<file path="config.mk">
export PLATFORM = sky130hd
export DESIGN_NAME = ps2_host_tx
export DESIGN_NICKNAME = d
export VERILOG_FILES = /design/src/rtl/ps2_pkg.sv /design/src/rtl/ps2_line_sync.sv /design/src/rtl/ps2_host_tx.sv
export SDC_FILE = /design/constraint.sdc
export NUM_CORES = 1
export LEC_CHECK = 0
export BUFFER_PORTS_ARGS = -buffer_cell sky130_fd_sc_hd__clkbuf_2
export CAP_MARGIN = 20
export CORE_MARGIN = 2
export CORE_UTILIZATION = 52
export CTS_BUF_LIST = sky130_fd_sc_hd__clkbuf_16
export DETAILED_ROUTE_END_ITERATION = 6
export PLACE_DENSITY_LB_ADDON = 0.25
export SETUP_SLACK_MARGIN = 0.02
export SLEW_MARGIN = 0
export SYNTH_ARGS = -nofsm -noshare
export SYNTH_HDL_FRONTEND = slang
export SYNTH_HIERARCHICAL = 1
export SYNTH_SLANG_ARGS = --single-unit
</file>
<file path="constraint.sdc">
create_clock -name clk -period 1.8 [get_ports clk]
set_input_delay 0.27 -clock clk [delete_from_list [all_inputs] [get_ports clk]]
set_output_delay 0.27 -clock clk [all_outputs]
set_load 0.02 [all_outputs]
</file>
<file path="src/rtl/ps2_pkg.sv">
// ps2_pkg: shared PS/2 command codes, FSM state encoding and frame helper.
package ps2_pkg;
  localparam logic [7:0] CMD_SET_LEDS = 8'hED;
  localparam logic [7:0] CMD_RESET = 8'hFF;
  localparam logic [7:0] CMD_ENABLE = 8'hF4;
  localparam logic [7:0] RESP_ACK = 8'hFA;
  localparam logic [2:0] ST_IDLE = 3'd0;
  localparam logic [2:0] ST_INHIBIT = 3'd1;
  localparam logic [2:0] ST_REQ = 3'd2;
  localparam logic [2:0] ST_SEND = 3'd3;
  localparam logic [2:0] ST_ACK = 3'd4;
  localparam logic [2:0] ST_WAIT_IDLE = 3'd5;
  typedef enum logic [2:0] {
    IDLE = ST_IDLE,
    INHIBIT = ST_INHIBIT,
    REQ = ST_REQ,
    SEND = ST_SEND,
    ACK = ST_ACK,
    WAIT_IDLE = ST_WAIT_IDLE
  } state_t;
  // Indices 0..7 carry data LSB first, index 8 the odd parity bit.
  function automatic logic frame_bit(input logic [7:0] d, input logic [3:0] idx);
    return idx < 4'd8 ? d[idx[2:0]] : ~^d;
  endfunction
endpackage

</file>
<file path="src/rtl/ps2_line_sync.sv">
// ps2_line_sync: synchronizes the PS2Clk/PS2Data pair and strobes on clock falls.
module ps2_line_sync #(
  parameter int SYNC_STAGES = 2
) (
  input  logic clk,
  input  logic rst_n,
  input  logic ps2_clk_in,
  input  logic ps2_data_in,
  output logic clk_s,
  output logic data_s,
  output logic clk_fall
);
  logic [SYNC_STAGES-1:0] c_sr, d_sr;
  logic c_q;
  always_ff @(posedge clk) begin
    if (!rst_n) begin
      c_sr <= '1;
      d_sr <= '1;
      c_q <= 1'b1;
    end else begin
      c_sr <= {c_sr[SYNC_STAGES-2:0], ps2_clk_in};
      d_sr <= {d_sr[SYNC_STAGES-2:0], ps2_data_in};
      c_q <= c_sr[SYNC_STAGES-1];
    end
  end
  assign clk_s = c_sr[SYNC_STAGES-1];
  assign data_s = d_sr[SYNC_STAGES-1];
  assign clk_fall = c_q & ~clk_s;
endmodule

</file>
<file path="src/rtl/ps2_host_tx.sv">
// ps2_host_tx: host-to-device PS/2 command transmitter over open-drain clock/data.
module ps2_host_tx
  import ps2_pkg::*;
#(
  parameter int INHIBIT_CYCLES = 12000,
  parameter int TIMEOUT_CYCLES = 2000000,
  parameter int SYNC_STAGES = 2
) (
  input  logic       clk,
  input  logic       rst_n,
  input  logic       tx_valid,
  input  logic [7:0] tx_data,
  output logic       tx_ready,
  output logic       tx_done,
  output logic       tx_error,
  output logic       busy,
  input  logic       ps2_clk_in,
  input  logic       ps2_data_in,
  output logic       ps2_clk_drive_low,
  output logic       ps2_data_drive_low
);
  localparam int IW = $clog2(INHIBIT_CYCLES) + 1;
  localparam int TW = $clog2(TIMEOUT_CYCLES) + 1;
  state_t state;
  logic [7:0] data_q;
  logic [3:0] bit_idx;
  logic [IW-1:0] inh_cnt;
  logic [TW-1:0] tmo_cnt;
  logic clk_s, data_s, clk_fall, timed_out;
  ps2_line_sync #(.SYNC_STAGES(SYNC_STAGES)) u_sync (
    .clk(clk),
    .rst_n(rst_n),
    .ps2_clk_in(ps2_clk_in),
    .ps2_data_in(ps2_data_in),
    .clk_s(clk_s),
    .data_s(data_s),
    .clk_fall(clk_fall)
  );
  assign tx_ready = state == IDLE;
  assign timed_out = state inside {REQ, SEND, ACK, WAIT_IDLE} && !clk_fall
                     && tmo_cnt == TW'(TIMEOUT_CYCLES - 1);
  always_ff @(posedge clk) begin
    if (!rst_n) begin
      state <= IDLE;
      data_q <= '0;
      bit_idx <= '0;
      inh_cnt <= '0;
      tmo_cnt <= '0;
      busy <= 1'b0;
      tx_done <= 1'b0;
      tx_error <= 1'b0;
      ps2_clk_drive_low <= 1'b0;
      ps2_data_drive_low <= 1'b0;
    end else begin
      tx_done <= 1'b0;
      tx_error <= 1'b0;
      tmo_cnt <= clk_fall ? '0 : tmo_cnt + 1'b1;
      if (timed_out) begin
        state <= IDLE;
        busy <= 1'b0;
        tx_error <= 1'b1;
        ps2_clk_drive_low <= 1'b0;
        ps2_data_drive_low <= 1'b0;
      end else begin
        case (state)
          IDLE: if (tx_valid) begin
            data_q <= tx_data;
            busy <= 1'b1;
            inh_cnt <= '0;
            ps2_clk_drive_low <= 1'b1;
            state <= INHIBIT;
          end
          // Start bit goes low in the last inhibit cycle so data is low before clock release.
          INHIBIT: begin
            inh_cnt <= inh_cnt + 1'b1;
            if (inh_cnt == IW'(INHIBIT_CYCLES - 2)) ps2_data_drive_low <= 1'b1;
            if (inh_cnt == IW'(INHIBIT_CYCLES - 1)) begin
              ps2_clk_drive_low <= 1'b0;
              state <= REQ;
            end
          end
          REQ: begin
            tmo_cnt <= '0;
            bit_idx <= '0;
            state <= SEND;
          end
          SEND: if (clk_fall) begin
            bit_idx <= bit_idx + 1'b1;
            if (bit_idx == 4'd9) begin
              ps2_data_drive_low <= 1'b0;
              state <= ACK;
            end else ps2_data_drive_low <= ~frame_bit(data_q, bit_idx);
          end
          ACK: if (clk_fall) begin
            if (data_s) begin
              tx_error <= 1'b1;
              busy <= 1'b0;
              state <= IDLE;
            end else state <= WAIT_IDLE;
          end
          WAIT_IDLE: if (clk_s && data_s) begin
            tx_done <= 1'b1;
            busy <= 1'b0;
            state <= IDLE;
          end
          default: state <= IDLE;
        endcase
      end
    end
  end
endmodule

</file>
==> qor.yml <==
yosys:
  synth_edf_count: 0
  synth_nets: 356
  syn_avg_cell_area_sq_um: 8.69
  synth_top_cell_by_area: "dfxtp_1"
  ys_ff_latch: 62
  syn_area_sq_um: 2940
  yosysSeqAreaShare_pct: 42.3
  synth_top_family_by_area: "simple AND/OR/NAND/NOR gates"
  synth-compound-area-share_pct: 10.8
  syn_inst: 338
  ys_async_sr_fraction_pct: 0
  synth_mux_area_share_pct: 2.26
  yosys.area.top_type_share_pct: 42.3
  synth_adder_area_share_pct: 2.13
  synthFlopType: "dfxtp_1"
  synth_xor_area_share_pct: 11.0
  synth_cell_types: 50
  ys_top_cells_by_area: "dfxtp_1 (42%), xnor2_1 (7.5%), nor2_1 (5.1%)"
  yosysWarningCount: 6
  yosys.area_share.simple_pct: 27.9
grt:
  grt_usage_pct: 21.4
  grt-ovfl-total: 0
  grt_pass1_vias: 2329
  antenna_found_initial: 0
  grt_pass1_wl_mm: 10.5
  grt_start_max_net_pins: 24
pwr:
  seqPwrFrac_pct: 38.0
  ir_drop_mv: 0.903
  intPower_mw: 2.99
  leakagePower_nw: 1.42
  p_comb_share_pct: 5.4
  finalPower_mw: 3.75
  p_clk_share_pct: 56.6
  swShare_pct: 20.3
  p_switching_uw: 763
  powerDensity_nw_per_um2: 1000
floorplanning:
  coreArea_sq_um: 5470
  die-area_sq_um: 6260
  start_util_pct: 53.7
  die_h_microns: 79.2
  rows: 27
  ios: 19
  floorplan.die.width_microns: 79.2
cts:
  clk_path_buf_depth: 2
  htreeDepth: 3
  clock_latency_ns: 0.32
  clkTransAtPathRegs_ns: 0.05
  cts-root-buf: "clkbuf_16"
  cts_buffers: 9
  cts_hold_buf: 0
  cts_num_sinks: 62
  cts_tree: "built"
sta:
  max_freq_mhz: 549
  period_minus_slack_ns: 1.82
  holdWs_ns: 0.122
  post-route-period-util_pct: 101
  slew_headroom_pct: 69.9
  setup_viol: 6
  fin_worst_skew_ns: 0.00385
  hold_viol: 0
  finalWorstSetupSlack_ns: -0.0201
  drv_slew: 0
  max_slew.worst_pin.slew_ns: 0.450
  rsz0062_at_grt: "true"
job:
  max_cap_viol_count: 0
place:
  port_buffers: 18
  hpwlAfterDp_mm: 4.17
  place_congestion: 0.819
detailed_routing:
  drtPass1Iterations: 4
  drc: 0
  routedWlPerCell_microns: 13.6
  wl_mm: 6.26
  vias: 2423
  avgViaCountPerCell: 5.26
  drtAntennaViolNets: 0
  drt_iter0_markers: 130
worst_hold_path:
  hold_class: "in -> reg"
  hold_path.startpoint: "ps2_data_in"
setup_path:
  required_ns: 2.06
  cp.arrival_ns: 2.08
  criticalPathCategory: "reg -> reg"
  endpoint_kind: "flop"
  timing.rr.start: "tmo_cnt[9]$_SDFF_PN0_"
  cp-startpoint: "tmo_cnt[9]$_SDFF_PN0_"
  worst-path-max-fanout: 21
  cp-start-kind: "flop"
layout:
  fin_nets: 402
  nFillCells: 438
  drive_gt1_share_pct: 22.1
  num_antenna_cells: 0
  mostFrequentLayoutCells: "dfxtp_1 (59), nor2_1 (35), nand2_1 (33)"
  final_common_cell: "dfxtp_1"
  syn2layout_area_growth_pct: 27.6
status:
  status: "finished with violations"
  failed_checks: "negative setup slack"
sequential cells by signal, summed over array words and instances, names as in the netlist:
register,flops
bit_idx,4
busy,1
data_q,8
inh_cnt,15
ps2_clk_drive_low,1
ps2_data_drive_low,1
state,3
tmo_cnt,22
tx_done,1
tx_error,1
u_sync/c_q,1
u_sync/c_sr,2
u_sync/d_sr,2
worst max-delay path: stages (launching register included):
cell and delay, ns:
dfxtp_2 0.32, nor4_2 0.28, buf_4 0.17, o2111ai_4 0.10, or3_4 0.41, a21o_1 0.19, buf_12 0.16, nor2_2 0.11
stage by stage:
step | TNS (ns) | cell area (sq um) | instances | utilization [%] | setup slack [ns]
2_1_floorplan | 0 | 2940 | 338 | - | 0.0865
3_3_place_gp | -0.727 | 3270 | 443 | 59.7 | -0.0405
3_5_place_dp | -1.84 | 3270 | 443 | 59.7 | -0.117
4_1_cts | 0 | 3670 | 460 | 67.0 | 0.0100
5_1_grt | -2.87 | 3750 | 461 | 68.4 | -0.138
6_report | -0.0491 | 3750 | 461 | 68.4 | -0.0201
layer usage:
metal	wire, microns	vias to the layer above	track usage, %
met5	0	-	0
met4	89	0	9.48
met3	213	7	5.23
met2	2960	36	34.6
met1	2990	1118	27.0
li1	-	1262	-
logic make-up (layout without fill, tap and decap cells):
logic type / Yosys count / in the layout
and+or+nand+nor: 159 / 159
DFF: 62 / 62
adders and majority gates: 5 / 5
xor gates and xnor gates: 37 / 37
muxes: 4 / 4
buffers and inverters: 23 / 74
AOI/OAI and AO/OA: 48 / 48
power by group through the flow:
stage	clock network (mW)	registers, mW	logic [mW]
2_1_floorplan	0	1.46	0.134
3_3_place_gp	0	1.45	0.195
3_5_place_dp	0	1.45	0.199
4_1_cts	2.15	1.43	0.202
5_1_grt	2.21	1.43	0.225
6_report	2.12	1.43	0.204
cell type report:
class | instances | area, sq um | area share (%)
multi-input cells | 253 | 1670 | 44.7
flip-flops and latches | 62 | 1240 | 33.2
repair buffers | 47 | 324 | 8.65
clock buffers | 9 | 225 | 6.01
clock inverters | 7 | 146 | 3.91
well taps | 72 | 90.1 | 2.40
inverters | 11 | 41.3 | 1.10
worst paths after layout:
check                              end  slack [ns]  depth (start not counted)
min reg2reg  u_sync/d_sr[1]$_SDFF_PN1_        0.41                          1
min          u_sync/d_sr[0]$_SDFF_PN1_        0.12                          2
max reg2reg      tmo_cnt[9]$_SDFF_PN0_       -0.02                          7
max              tmo_cnt[9]$_SDFF_PN0_       -0.02                          7
cells in the mapped netlist (3+ instances only):
master    count
nand2b_1      9
nand4_1      10
xor2_1       12
o21ai_0      13
or3_1         5
ha_1          5
nor2_2        3
xnor2_1      25
nor2b_1       7
and2_1        7
nand3_1       9
nor4_1        3
and3_1        3
nor3_1       16
inv_1        11
dfxtp_1      62
clkbuf_1      8
nor4b_1       3
nor2_1       40
a21boi_0     10
a21oi_1       7
nand2_1      33
repair_timing:
action                     CTS  global route
resized for setup            5            16
hold endpoints to repair     0             0
setup endpoints to repair   28            31
pin swaps                    3             2
buffers inserted             1             1
Power figures use the tool's default switching activity.
